File: src/rtl/command_word_sequencer.sv
// rtl/command_word_sequencer.sv - 8259A bus-cycle to ICW/OCW write-flag, read-enable and INTA sequencer
module command_word_sequencer (
  input  logic       clk,
  input  logic       rstN,
  input  logic       csN,
  input  logic       wrN,
  input  logic       rdN,
  input  logic       A0,
  input  logic [7:0] DBus,
  input  logic       intaN,
  output logic [7:0] wrData,
  output logic       ICW1flag,
  output logic       ICW2flag,
  output logic       ICW3flag,
  output logic       ICW4flag,
  output logic       OCW1flag,
  output logic       OCW2flag,
  output logic       OCW3flag,
  output logic       rden,
  output logic       initDone,
  output logic       inta1,
  output logic       inta2,
  output logic       vectorOE
);

  typedef enum logic [2:0] {
    IDLE      = 3'd0,
    WAIT_ICW2 = 3'd1,
    WAIT_ICW3 = 3'd2,
    WAIT_ICW4 = 3'd3,
    READY     = 3'd4
  } init_state_t;

  typedef enum logic [1:0] {
    INTA_IDLE  = 2'd0,
    INTA_WAIT2 = 2'd1,
    INTA_VEC   = 2'd2
  } inta_state_t;

  init_state_t state, state_nx;
  inta_state_t inta_state, inta_nx;

  logic wr_prev, inta_prev;
  logic sngl, ic4, sngl_nx, ic4_nx;
  logic wr_event, inta_fall;
  logic icw1_nx, icw2_nx, icw3_nx, icw4_nx;
  logic ocw1_nx, ocw2_nx, ocw3_nx;
  logic inta1_nx, inta2_nx;

  // One event per wrN low period: edge detect on the strobe, gated by chip select.
  assign wr_event  = ~csN & ~wrN & wr_prev;
  assign inta_fall = ~intaN & inta_prev;
  assign initDone  = (state == READY);

  always_comb begin
    state_nx = state;
    inta_nx  = inta_state;
    sngl_nx  = sngl;
    ic4_nx   = ic4;
    icw1_nx  = 1'b0;
    icw2_nx  = 1'b0;
    icw3_nx  = 1'b0;
    icw4_nx  = 1'b0;
    ocw1_nx  = 1'b0;
    ocw2_nx  = 1'b0;
    ocw3_nx  = 1'b0;
    inta1_nx = 1'b0;
    inta2_nx = 1'b0;

    if (wr_event) begin
      if (!A0 && DBus[4]) begin
        icw1_nx  = 1'b1;
        sngl_nx  = DBus[1];
        ic4_nx   = DBus[0];
        state_nx = WAIT_ICW2;
      end else begin
        case (state)
          WAIT_ICW2: if (A0) begin
            icw2_nx = 1'b1;
            if (!sngl)    state_nx = WAIT_ICW3;
            else if (ic4) state_nx = WAIT_ICW4;
            else          state_nx = READY;
          end
          WAIT_ICW3: if (A0) begin
            icw3_nx  = 1'b1;
            state_nx = ic4 ? WAIT_ICW4 : READY;
          end
          WAIT_ICW4: if (A0) begin
            icw4_nx  = 1'b1;
            state_nx = READY;
          end
          READY: begin
            if (A0)           ocw1_nx = 1'b1;
            else if (DBus[3]) ocw3_nx = 1'b1;
            else              ocw2_nx = 1'b1;
          end
          default: ;
        endcase
      end
    end

    // ICW1 restarts initialization and takes priority over any INTA activity.
    if (icw1_nx) begin
      inta_nx = INTA_IDLE;
    end else if (state == READY) begin
      case (inta_state)
        INTA_IDLE: if (inta_fall) begin
          inta1_nx = 1'b1;
          inta_nx  = INTA_WAIT2;
        end
        INTA_WAIT2: if (inta_fall) begin
          inta2_nx = 1'b1;
          inta_nx  = INTA_VEC;
        end
        INTA_VEC: if (intaN) inta_nx = INTA_IDLE;
        default: inta_nx = INTA_IDLE;
      endcase
    end
  end

  always_ff @(posedge clk) begin
    if (!rstN) begin
      state      <= IDLE;
      inta_state <= INTA_IDLE;
      wr_prev    <= 1'b1;
      inta_prev  <= 1'b1;
      sngl       <= 1'b0;
      ic4        <= 1'b0;
      wrData     <= 8'h00;
      ICW1flag   <= 1'b0;
      ICW2flag   <= 1'b0;
      ICW3flag   <= 1'b0;
      ICW4flag   <= 1'b0;
      OCW1flag   <= 1'b0;
      OCW2flag   <= 1'b0;
      OCW3flag   <= 1'b0;
      rden       <= 1'b0;
      inta1      <= 1'b0;
      inta2      <= 1'b0;
      vectorOE   <= 1'b0;
    end else begin
      state      <= state_nx;
      inta_state <= inta_nx;
      wr_prev    <= wrN;
      inta_prev  <= intaN;
      sngl       <= sngl_nx;
      ic4        <= ic4_nx;
      if (wr_event) wrData <= DBus;
      ICW1flag   <= icw1_nx;
      ICW2flag   <= icw2_nx;
      ICW3flag   <= icw3_nx;
      ICW4flag   <= icw4_nx;
      OCW1flag   <= ocw1_nx;
      OCW2flag   <= ocw2_nx;
      OCW3flag   <= ocw3_nx;
      rden       <= ~csN & ~rdN;
      inta1      <= inta1_nx;
      inta2      <= inta2_nx;
      vectorOE   <= (inta_nx == INTA_VEC);
    end
  end

endmodule

File: config.mk
export PLATFORM = sky130hd
export DESIGN_NAME = command_word_sequencer
export DESIGN_NICKNAME = d
export VERILOG_FILES = /design/src/rtl/command_word_sequencer.sv
export SDC_FILE = /design/constraint.sdc
export NUM_CORES = 1
export LEC_CHECK = 0
export ABC_AREA = 0
export BUFFER_PORTS_ARGS = -buffer_cell sky130_fd_sc_hd__buf_2
export CORE_ASPECT_RATIO = 0.7
export CORE_MARGIN = 5
export CORE_UTILIZATION = 43
export DETAILED_ROUTE_END_ITERATION = 12
export GPL_TIMING_DRIVEN = 1
export PLACE_DENSITY = 0.82
export SLEW_MARGIN = 0
export SYNTH_ARGS = -nofsm -noshare
export SYNTH_HDL_FRONTEND = slang
export SYNTH_SLANG_ARGS = --single-unit
File: constraint.sdc
create_clock -name clk -period 1.6 [get_ports clk]
set_clock_uncertainty 0.15 [all_clocks]
set_input_delay 0.16 -clock clk [delete_from_list [all_inputs] [get_ports clk]]
set_output_delay 0.16 -clock clk [all_outputs]
set_load 0.02 [all_outputs]
==> impl_results.md, run 1 <==
* Status: complete, no violations
* M1 GR Usage at 0.178
* Worst-Margin Slew at just under 0.4 ns
* Fin crit period at 1.56 ns
* CP required at roughly 1.7 ns
* Fin nets at around 200
* GRT Util Overall at 0.148
* Crit path launch type: register
* Initial antenna violation count at 0
* Largest Register: wrData
* Fillers at about 170
* Clk_lat worst skew at between 0.3 and 0.4 ns
* Area growth syn-to-layout at 48.3%
* Initial Utilization at 0.463
* Crit path arrival time at roughly 1.7 ns
* Ports at 35
* Unique cell type count in the Yosys netlist at 24
* CTS Buf Count at 3
* Biggest regs: wrData x8, state x3, inta_state x2
* Die height at just over 50 µm
* Hold Crit Class: input port to register
* Final setup margin at 0.0447 ns
* GRT busiest layer: met2
* Synthesized cell area at about 0.001 mm²
* Number of port buffers at 34
* H-tree Lvls at 1
* Reg clk slew, reported paths at 0.15 ns
* Endpoints failing setup at 0
* Core Area at between 0.002 and 0.0025 mm²
* Comb pwr share at 0.107
* Internal Pwr Total at 1.03 mW
* Met2 global-route usage at 0.243
* Warnings from Yosys at 0
* Diode count at 0
* Chip Width at slightly below 70 µm
* DRT iter0 DRCs at 70
* Gpl congestion at about 0.93
* Die area at ~0.0035 mm²
* Net Switching at 283 µW
* Std-Cell Rows at 14
* Clk buf depth at 2
* Global route total overflow at 0
* Element type at the critical path end: register
* Largest net degree at the start of global routing at 17
* Register area share after synthesis at 0.549
* Max Freq at around 640 MHz
* CP max FO at 5
* Worst vdd ir at between 500 and 600 µV
* Leakage at 0.682 nW
* Post-Syn Nets at between 100 and 150
* Max Slew Vio Count at 0
* Setup WS pre-CTS at 0.0288 ns
* Sequential share of power at 0.546
* Most frequent cells in the layout: buf_2, dfxtp_1, nand2_1, dlygate4sd3_1, a21oi_1
* Slew margin rel. at 0.735
* RSZ-0062 raised after global routing: yes
* Final Hold Viols at 0
* Max reg flops at 8
* Dpl hpwl at approximately 1700 µm
* Commonest non-fill, non-tap cell in the layout: buf_2
* Final Util at 0.686
* First-pass GRT wire length at between 4000 and 5000 µm
* Via Count at around 1000
* Register bit total from synthesis at 28
* Worst Setup Path Type: register to register
* Via density at between 4 and 5
* Share of layout cells above drive strength 1 at 0.307
* Power share of the clock group at 0.348
* # Max-Cap Violations at 0
* Pre-Repair DR Iteration Count at 4
* Num Clock Sinks at 28
* Final WL at roughly 2500 µm
* Syn Inst Count at 120
* Power density cells at approximately 870 mW/mm²
* M3 GR Usage at 0.0692
* Root Buffer: clkbuf_4
* Sw Share at 0.215
* Final period util at 0.972
* Post-Syn Area per Cell at roughly 8.5 µm²
* Mean routed wirelength per cell at 12.0 µm
* # DRC at 0
* Number of global-route vias before repair at slightly below 1000
* Routed Antenna Nets at 0
* CTS tree: yes
==> logic make-up (layout without fill, tap and decap cells) <==
group / Yosys count / count (layout) / synth area share
buffers and inverters: 9 / 68 / 0.0417
flip-flops: 28 / 28 / 0.549
AO/OA/AOI/OAI: 22 / 22 / 0.119
AND/OR/NAND/NOR: 61 / 61 / 0.290
==> power groups by stage <==
stage	clock, mW	sequential [mW]	combinational (mW)
6_report	0.458	0.719	0.141
4_1_cts	0.467	0.719	0.135
5_1_grt	0.499	0.722	0.153
2_1_floorplan	0	0.746	0.0444
3_5_place_dp	0	0.734	0.103
3_3_place_gp	0	0.733	0.101
==> path summary, 6_finish.rpt <==
path / startpoint / to / slack [ns] / cells after the start
worst max-delay path: state[0] / OCW3flag / 0.04 / 6
worst min-delay path: rstN / inta_state[0] / 0.03 / 3
worst max register to register: state[0] / OCW3flag / 0.04 / 6
worst min register to register: inta_state[0] / inta1 / 0.29 / 1
==> cells in the mapped netlist <==
| master | count | area (µm²) |
|---|---|---|
| dfxtp_1 | 28 | 561 |
| nand2_1 | 24 | 90.1 |
| a21oi_1 | 15 | 75.1 |
| nor2_1 | 10 | 37.5 |
| nand3_1 | 7 | 35.0 |
| inv_1 | 6 | 22.5 |
| nand2b_1 | 5 | 31.3 |
| and3_1 | 3 | 18.8 |
| o21ai_0 | 3 | 15.0 |
| a32oi_1 | 2 | 17.5 |
| nor2b_1 | 2 | 12.5 |
| nor3_1 | 2 | 10.0 |
| nor3b_1 | 2 | 15.0 |
| a31oi_1 | 1 | 6.26 |
| and2_1 | 1 | 6.26 |
| buf_2 | 1 | 5.00 |
| buf_6 | 1 | 11.3 |
| clkbuf_1 | 1 | 3.75 |
| nand4_1 | 1 | 6.26 |
| nor4b_1 | 1 | 8.76 |
| o211ai_1 | 1 | 7.51 |
| or2_2 | 1 | 6.26 |
| or3b_1 | 1 | 8.76 |
| or4b_1 | 1 | 10.0 |
==> metrics by stage <==
step	setup TNS [ns]	area (µm²)	cells	hold slack, ns	power, mW
floorplan	0	1020	120	0.0788	0.791
global placement	0	1250	188	0.181	0.835
detailed placement	0	1250	188	0.178	0.838
CTS	0	1470	209	0.00689	1.32
global route	-0.0521	1510	211	0.0391	1.37
finish	0	1510	211	0.0327	1.32
==> metal layers <==
| metal | share of wire | up-vias |
|---|---|---|
| li1 | - | 521 |
| met2 | 0.45 | 39 |
| met1 | 0.45 | 479 |
| met5 | 0 | - |
| met4 | 0.0059 | 0 |
| met3 | 0.090 | 4 |
==> critical path: stages (launching register included) <==
cell and delay, ns:
dfxtp_4 0.39, nor2_4 0.12, nand2_2 0.08, inv_2 0.07, and2_4 0.15, or4b_4 0.47, nor2_2 0.09
==> what timing repair did <==
action / in CTS / in global routing
gates resized for setup: 1 / 9
gates cloned: 0 / 0
endpoints found under the setup margin: 2 / 6
pin swaps: 0 / 0
endpoints found under the hold margin: 19 / 0
buffers inserted: 0 / 2
hold buffers: 17 / 0
==> final cells by class <==
| cell class | instances | area [µm²] | share of cell area |
|---|---|---|---|
| clock buffer | 3 | 22.5 | 0.0149 |
| multi-input combinational | 83 | 442 | 0.292 |
| clock inverter | 1 | 30.0 | 0.0198 |
| inverter | 6 | 22.5 | 0.0149 |
| timing repair buffer | 58 | 393 | 0.260 |
| tap | 32 | 40.0 | 0.0264 |
| sequential | 28 | 564 | 0.373 |
(Power assumes the default switching activity.)
==> run 2, diff against run 1 <==
Settings changed: CORE_ASPECT_RATIO 0.7 to not set, MAX_ROUTING_LAYER set to met4.
==> run 2 against run 1 <==
  * Fmax rose by 0.61%
  * Combinational power rose by 6%
  * Count of clock-buffer cells in the layout did not move
  * Cell count did not move
  * Sequential power barely moved
==> impl_results.md, run 2 (synthesis results as in run 1) <==
* Status: complete, no violations
* Gpl congestion at roughly 0.81
* Share of layout cells above drive strength 1 at 0.311
* Clk_lat worst skew at between 0.3 and 0.4 ns
* Hold Slack at around 0.035 ns
* Crit path launch type: register
* Fin nets at just under 200
* Mean routed wirelength per cell at 13.3 µm
* Via Count at between 1000 and 1500
* Final period util at 0.966
* Largest Register: wrData
* Clk buf depth at 2
* Area growth syn-to-layout at 49.8%
* # DRC at 0
* Initial Utilization at 0.457
* CTS Buf Count at 3
* Slew margin rel. at 0.740
* First-pass GRT wire length at between 4000 and 5000 µm
* Power density cells at between 800 and 900 mW/mm²
* Reg-to-reg slack, setup at roughly 0.054 ns
* Core Area at around 0.0022 mm²
* Largest net degree at the start of global routing at 17
* Die area at about 0.0034 mm²
* Final setup margin at around 0.054 ns
* CTS tree: yes
* Die height at 58.7 µm
* Std-Cell Rows at 17
* Endpoints failing setup at 0
* # Max-Cap Violations at 0
* Via density at 5.16
* Commonest non-fill, non-tap cell in the layout: buf_2
* Setup WS pre-CTS at between 0.03 and 0.04 ns
* Number of port buffers at 34
* Dpl cells at between 150 and 200
* Num Clock Sinks at 28
* Worst-Margin Slew at roughly 0.39 ns
* Final Hold Viols at 0
* Diode count at 0
* Worst Setup Path Type: register to register
* Dpl hpwl at around 1800 µm
* DRT iter0 DRCs at 45
* Element type at the critical path end: register
* H-tree Lvls at 1
* Number of global-route vias before repair at 1027
* Fin cells at around 210
* Leakage at 0.700 nW
* Setup TNS at 0 ns
* Crit path arrival time at 1.63 ns
* Worst vdd ir at between 700 and 800 µV
* Max reg flops at 8
* CP required at ~1.7 ns
* GRT Util Overall at 0.164
* Hold Crit Class: input port to register
* Initial antenna violation count at 0
* Chip Width at between 50 and 60 µm
* Biggest regs: wrData x8, state x3, inta_state x2
* Final Util at 0.685
* Reg clk slew, reported paths at about 0.15 ns
* Ports at 35
* Fin crit period at 1.55 ns
* Max Freq at about 650 MHz
* Max Slew Vio Count at 0
* Routed Antenna Nets at 0
* Final WL at between 2000 and 3000 µm
* Pre-Repair DR Iteration Count at 4
* Most frequent cells in the layout: buf_2, dfxtp_1, nand2_1, dlygate4sd3_1, a21oi_1
* CP max FO at 8
* Root Buffer: clkbuf_4
* Global route total overflow at 0
[run 2: changes by cell type in the layout (fill, tap and decap cells not counted)]
cell | before | now
buf_4 | 7 | 11
nor2_1 | 7 | 8
nor2_4 | 1 | 0
nor2b_1 | 1 | 2
nor2b_2 | 1 | 0
[run 2: through the flow]
step	area (µm²)	total power, mW
3_5_place_dp	1240	0.838
6_report	1530	1.33
3_3_place_gp	1240	0.835
5_1_grt	1530	1.39
2_1_floorplan	1020	0.791
4_1_cts	1460	1.32
[run 2: routing by layer]
| layer | vias up | part of all wire | wire [µm] | GRT usage |
|---|---|---|---|---|
| li1 | 534 | - | - | - |
| met3 | 6 | 0.057 | 161 | 0.0219 |
| met4 | 0 | 0.022 | 62 | 0.0615 |
| met1 | 502 | 0.42 | 1180 | 0.199 |
| met5 | - | 0 | 0 | - |
| met2 | 46 | 0.50 | 1400 | 0.274 |
[run 2: path summary, 6_finish.rpt]
check / start / endpoint / depth (start not counted)
worst min-delay path: rstN / ICW3flag / 3
worst max register to register: wr_prev / state[0] / 5
worst min register to register: inta_state[0] / inta1 / 1
worst max-delay path: wr_prev / state[0] / 5
[run 2: layout make-up]
type | instances | area (µm²)
flip-flops and latches | 28 | 564
multi-input cells | 83 | 432
well taps | 28 | 35.0
repair buffers | 62 | 423
clock buffers | 3 | 22.5
fillers | 174 | 704
clock inverters | 1 | 30.0
inverters | 6 | 22.5
[run 2: critical path, stage by stage, from the launching register on]
cell and delay (ns):
dfxtp_1 0.36, nor3b_1 0.25, buf_4 0.21, and3_1 0.22, o211ai_1 0.10, and3_1 0.16
[run 2: power breakdown]
part           leakage [nW]  switching (mW)  internal [mW]  total [mW]
sequential            0.228         0.00748          0.711       0.719
clock                0.0279           0.206          0.254       0.460
combinational         0.444          0.0740         0.0761       0.150
total                 0.700           0.288           1.04        1.33
[run 2: repair_timing]
item,4_1_cts,5_1_grt
hold buffers,16,1
endpoints found under the hold margin,17,1
setup buffers,0,6
setup endpoints to repair,0,3
resized for setup,0,7
==> run 3, diff against run 2 <==
Settings changed: CORE_ASPECT_RATIO set to 0.7, PLACE_DENSITY 0.82 to 0.77.
==> run 3 against run 2 <==
  * Count of clock-buffer cells in the layout did not move
  * Wire length is 1.2% lower
  * Via count fell by 5.8%
  * Total power shrank 14%
  * First-iteration DRC count is 100% higher
  * Sequential power hardly changed
  * Critical path depth increased by 1
  * Cell count shrank 1.4%
  * Sequential cell count is the same
  * Die area grew 0.46%
  * Largest cell class unchanged
  * Largest power group unchanged
==> impl_results.md, run 3 (synthesis results as in run 1) <==
* CTS Buf Count at 3
* Biggest regs: wrData x8, state x3, inta_state x2
* Slew margin rel. at 0.739
* Pre-Repair DR Iteration Count at 4
* Number of global-route vias before repair at approximately 930
* Dpl hpwl at between 1500 and 2000 µm
* Crit path launch type: register
* Commonest non-fill, non-tap cell in the layout: buf_2
* M3 GR Usage at 0.0536
* Via density at around 4.9
* H-tree Lvls at 1
* Die area at 0.00346 mm²
* Pwr Total at between 1 and 1.5 mW
* Net Switching at 268 µW
* CP max stage delay at between 0.4 and 0.5 ns
* Diode count at 0
* Max reg flops at 8
* GRT busiest layer: met2
* Met2 global-route usage at 0.266
* Routed Antenna Nets at 0
* Hold Crit Class: input port to register
* Internal Pwr Total at just under 900 µW
* Num Clock Sinks at 28
* Clk buf depth at 2
* Max Freq at between 600 and 700 MHz
* Std-Cell Rows at 14
* CP max FO at 4
* Multi-input gate area at roughly 440 µm²
* Worst-Margin Slew at approximately 0.39 ns
* Comb pwr share at 0.125
* Global route total overflow at 0
* Initial antenna violation count at 0
* Final period util at 0.974
* Element type at the critical path end: register
* Power share of the clock group at 0.243
* Slowest cell on crit path: or4b_4
* Ports at 35
* Crit path arrival time at 1.68 ns
* GRT Util Overall at 0.175
* Chip Width at 68.2 µm
* Area growth syn-to-layout at 43.8%
* Final Util at 0.665
* Max Slew Vio Count at 0
* Gpl congestion at between 0.9 and 1
* Final WL at 2780 µm
* CP required at 1.72 ns
* Crit path launch: state[1]
* Design Area, Final at around 0.0015 mm²
* Leakage at 0.662 nW
* Hold Slack at about 0.022 ns
* Critical path buffers and inverters at 1
* Most frequent cells in the layout: buf_2, dfxtp_1, nand2_1, dlygate4sd3_1, a21oi_1
* Fin nets at between 150 and 200
* Reg clk slew, reported paths at 0.13 ns
* # Max-Cap Violations at 0
* Core Area at ~0.0022 mm²
* Final Hold Viols at 0
* Fillers at 189
* Crit path max-delay family: simple AND/OR/NAND/NOR gates
* CP cell instances: nor2_4 -> nand2_2 -> inv_2 -> and2_4 -> or4b_4 -> nor2_1
* Worst vdd ir at around 480 µV
* Reg area at ~570 µm²
* # DRC at 0
* CTS tree: yes
* First-pass GRT wire length at 4400 µm
* Sw Share at 0.236
* Fin crit period at between 1.5 and 2 ns
* Largest Register: wrData
* Die height at 50.8 µm
* Endpoints failing setup at 0
* Number of port buffers at 34
* Via Count at between 1000 and 1500
* Setup TNS at 0 ns
* Initial Utilization at 0.463
* DRT iter0 DRCs at 90
* Sequential share of power at 0.633
* Clk_lat worst skew at 0.32 ns
* M1 GR Usage at 0.224
* Power density cells at slightly below 800 mW/mm²
* Mean routed wirelength per cell at ~13 µm
* Share of layout cells above drive strength 1 at 0.301
* Largest net degree at the start of global routing at 15
* Hold Path Origin: rstN
* Worst Setup Path Type: register to register
* R2R Path Start: state[1]
* Post-DP Area at around 0.0012 mm²
* Root Buffer: clkbuf_4
* Status: complete, no violations
-- run 3: timing repair --
item | 4_1_cts | 5_1_grt
setup buffers | 0 | 1
hold buffers | 16 | 0
setup endpoints to repair | 2 | 13
gates resized for setup | 1 | 9
endpoints found under the hold margin | 19 | 0
pin swaps | 0 | 2
-- run 3: routing by layer --
| layer | wire length (µm) | vias up |
|---|---|---|
| met1 | 1180 | 457 |
| met4 | 30 | 0 |
| met2 | 1360 | 40 |
| met5 | 0 | - |
| li1 | - | 524 |
| met3 | 202 | 4 |
-- run 3: cell type report --
cell class | instances | share of cell area
clock buffers | 3 | 0.0153
inverters | 6 | 0.0153
multi-input cells | 83 | 0.301
flip-flops and latches | 28 | 0.385
well taps | 32 | 0.0273
repair buffers | 56 | 0.256
-- run 3: worst min-delay path: cells and delay by family --
kind / cells / cell delay, ns
simple gates: 2 / 0.17
buf+inv: 1 / 0.14
-- run 3: power groups by stage --
| stage | sequential (mW) | combinational, mW | clock, mW |
|---|---|---|---|
| floorplan | 0.746 | 0.0444 | 0 |
| global placement | 0.734 | 0.101 | 0 |
| detailed placement | 0.734 | 0.103 | 0 |
| CTS | 0.719 | 0.133 | 0.290 |
| global route | 0.722 | 0.155 | 0.324 |
| finish | 0.719 | 0.142 | 0.276 |
-- run 3: final timing paths --
check,to,slack (ns),cells after the start
hold / removal,ICW3flag,0.02,3
setup reg to reg,OCW3flag,0.04,6
setup / recovery,OCW3flag,0.04,6
hold reg to reg,wrData[6],0.31,2
-- run 3: through the flow --
step,setup slack [ns],cells
after floorplan,0.0484,120
after global placement,0.0820,188
after detailed placement,0.0224,188
after CTS,0.00262,207
after global routing,-0.0123,208
final,0.0410,208
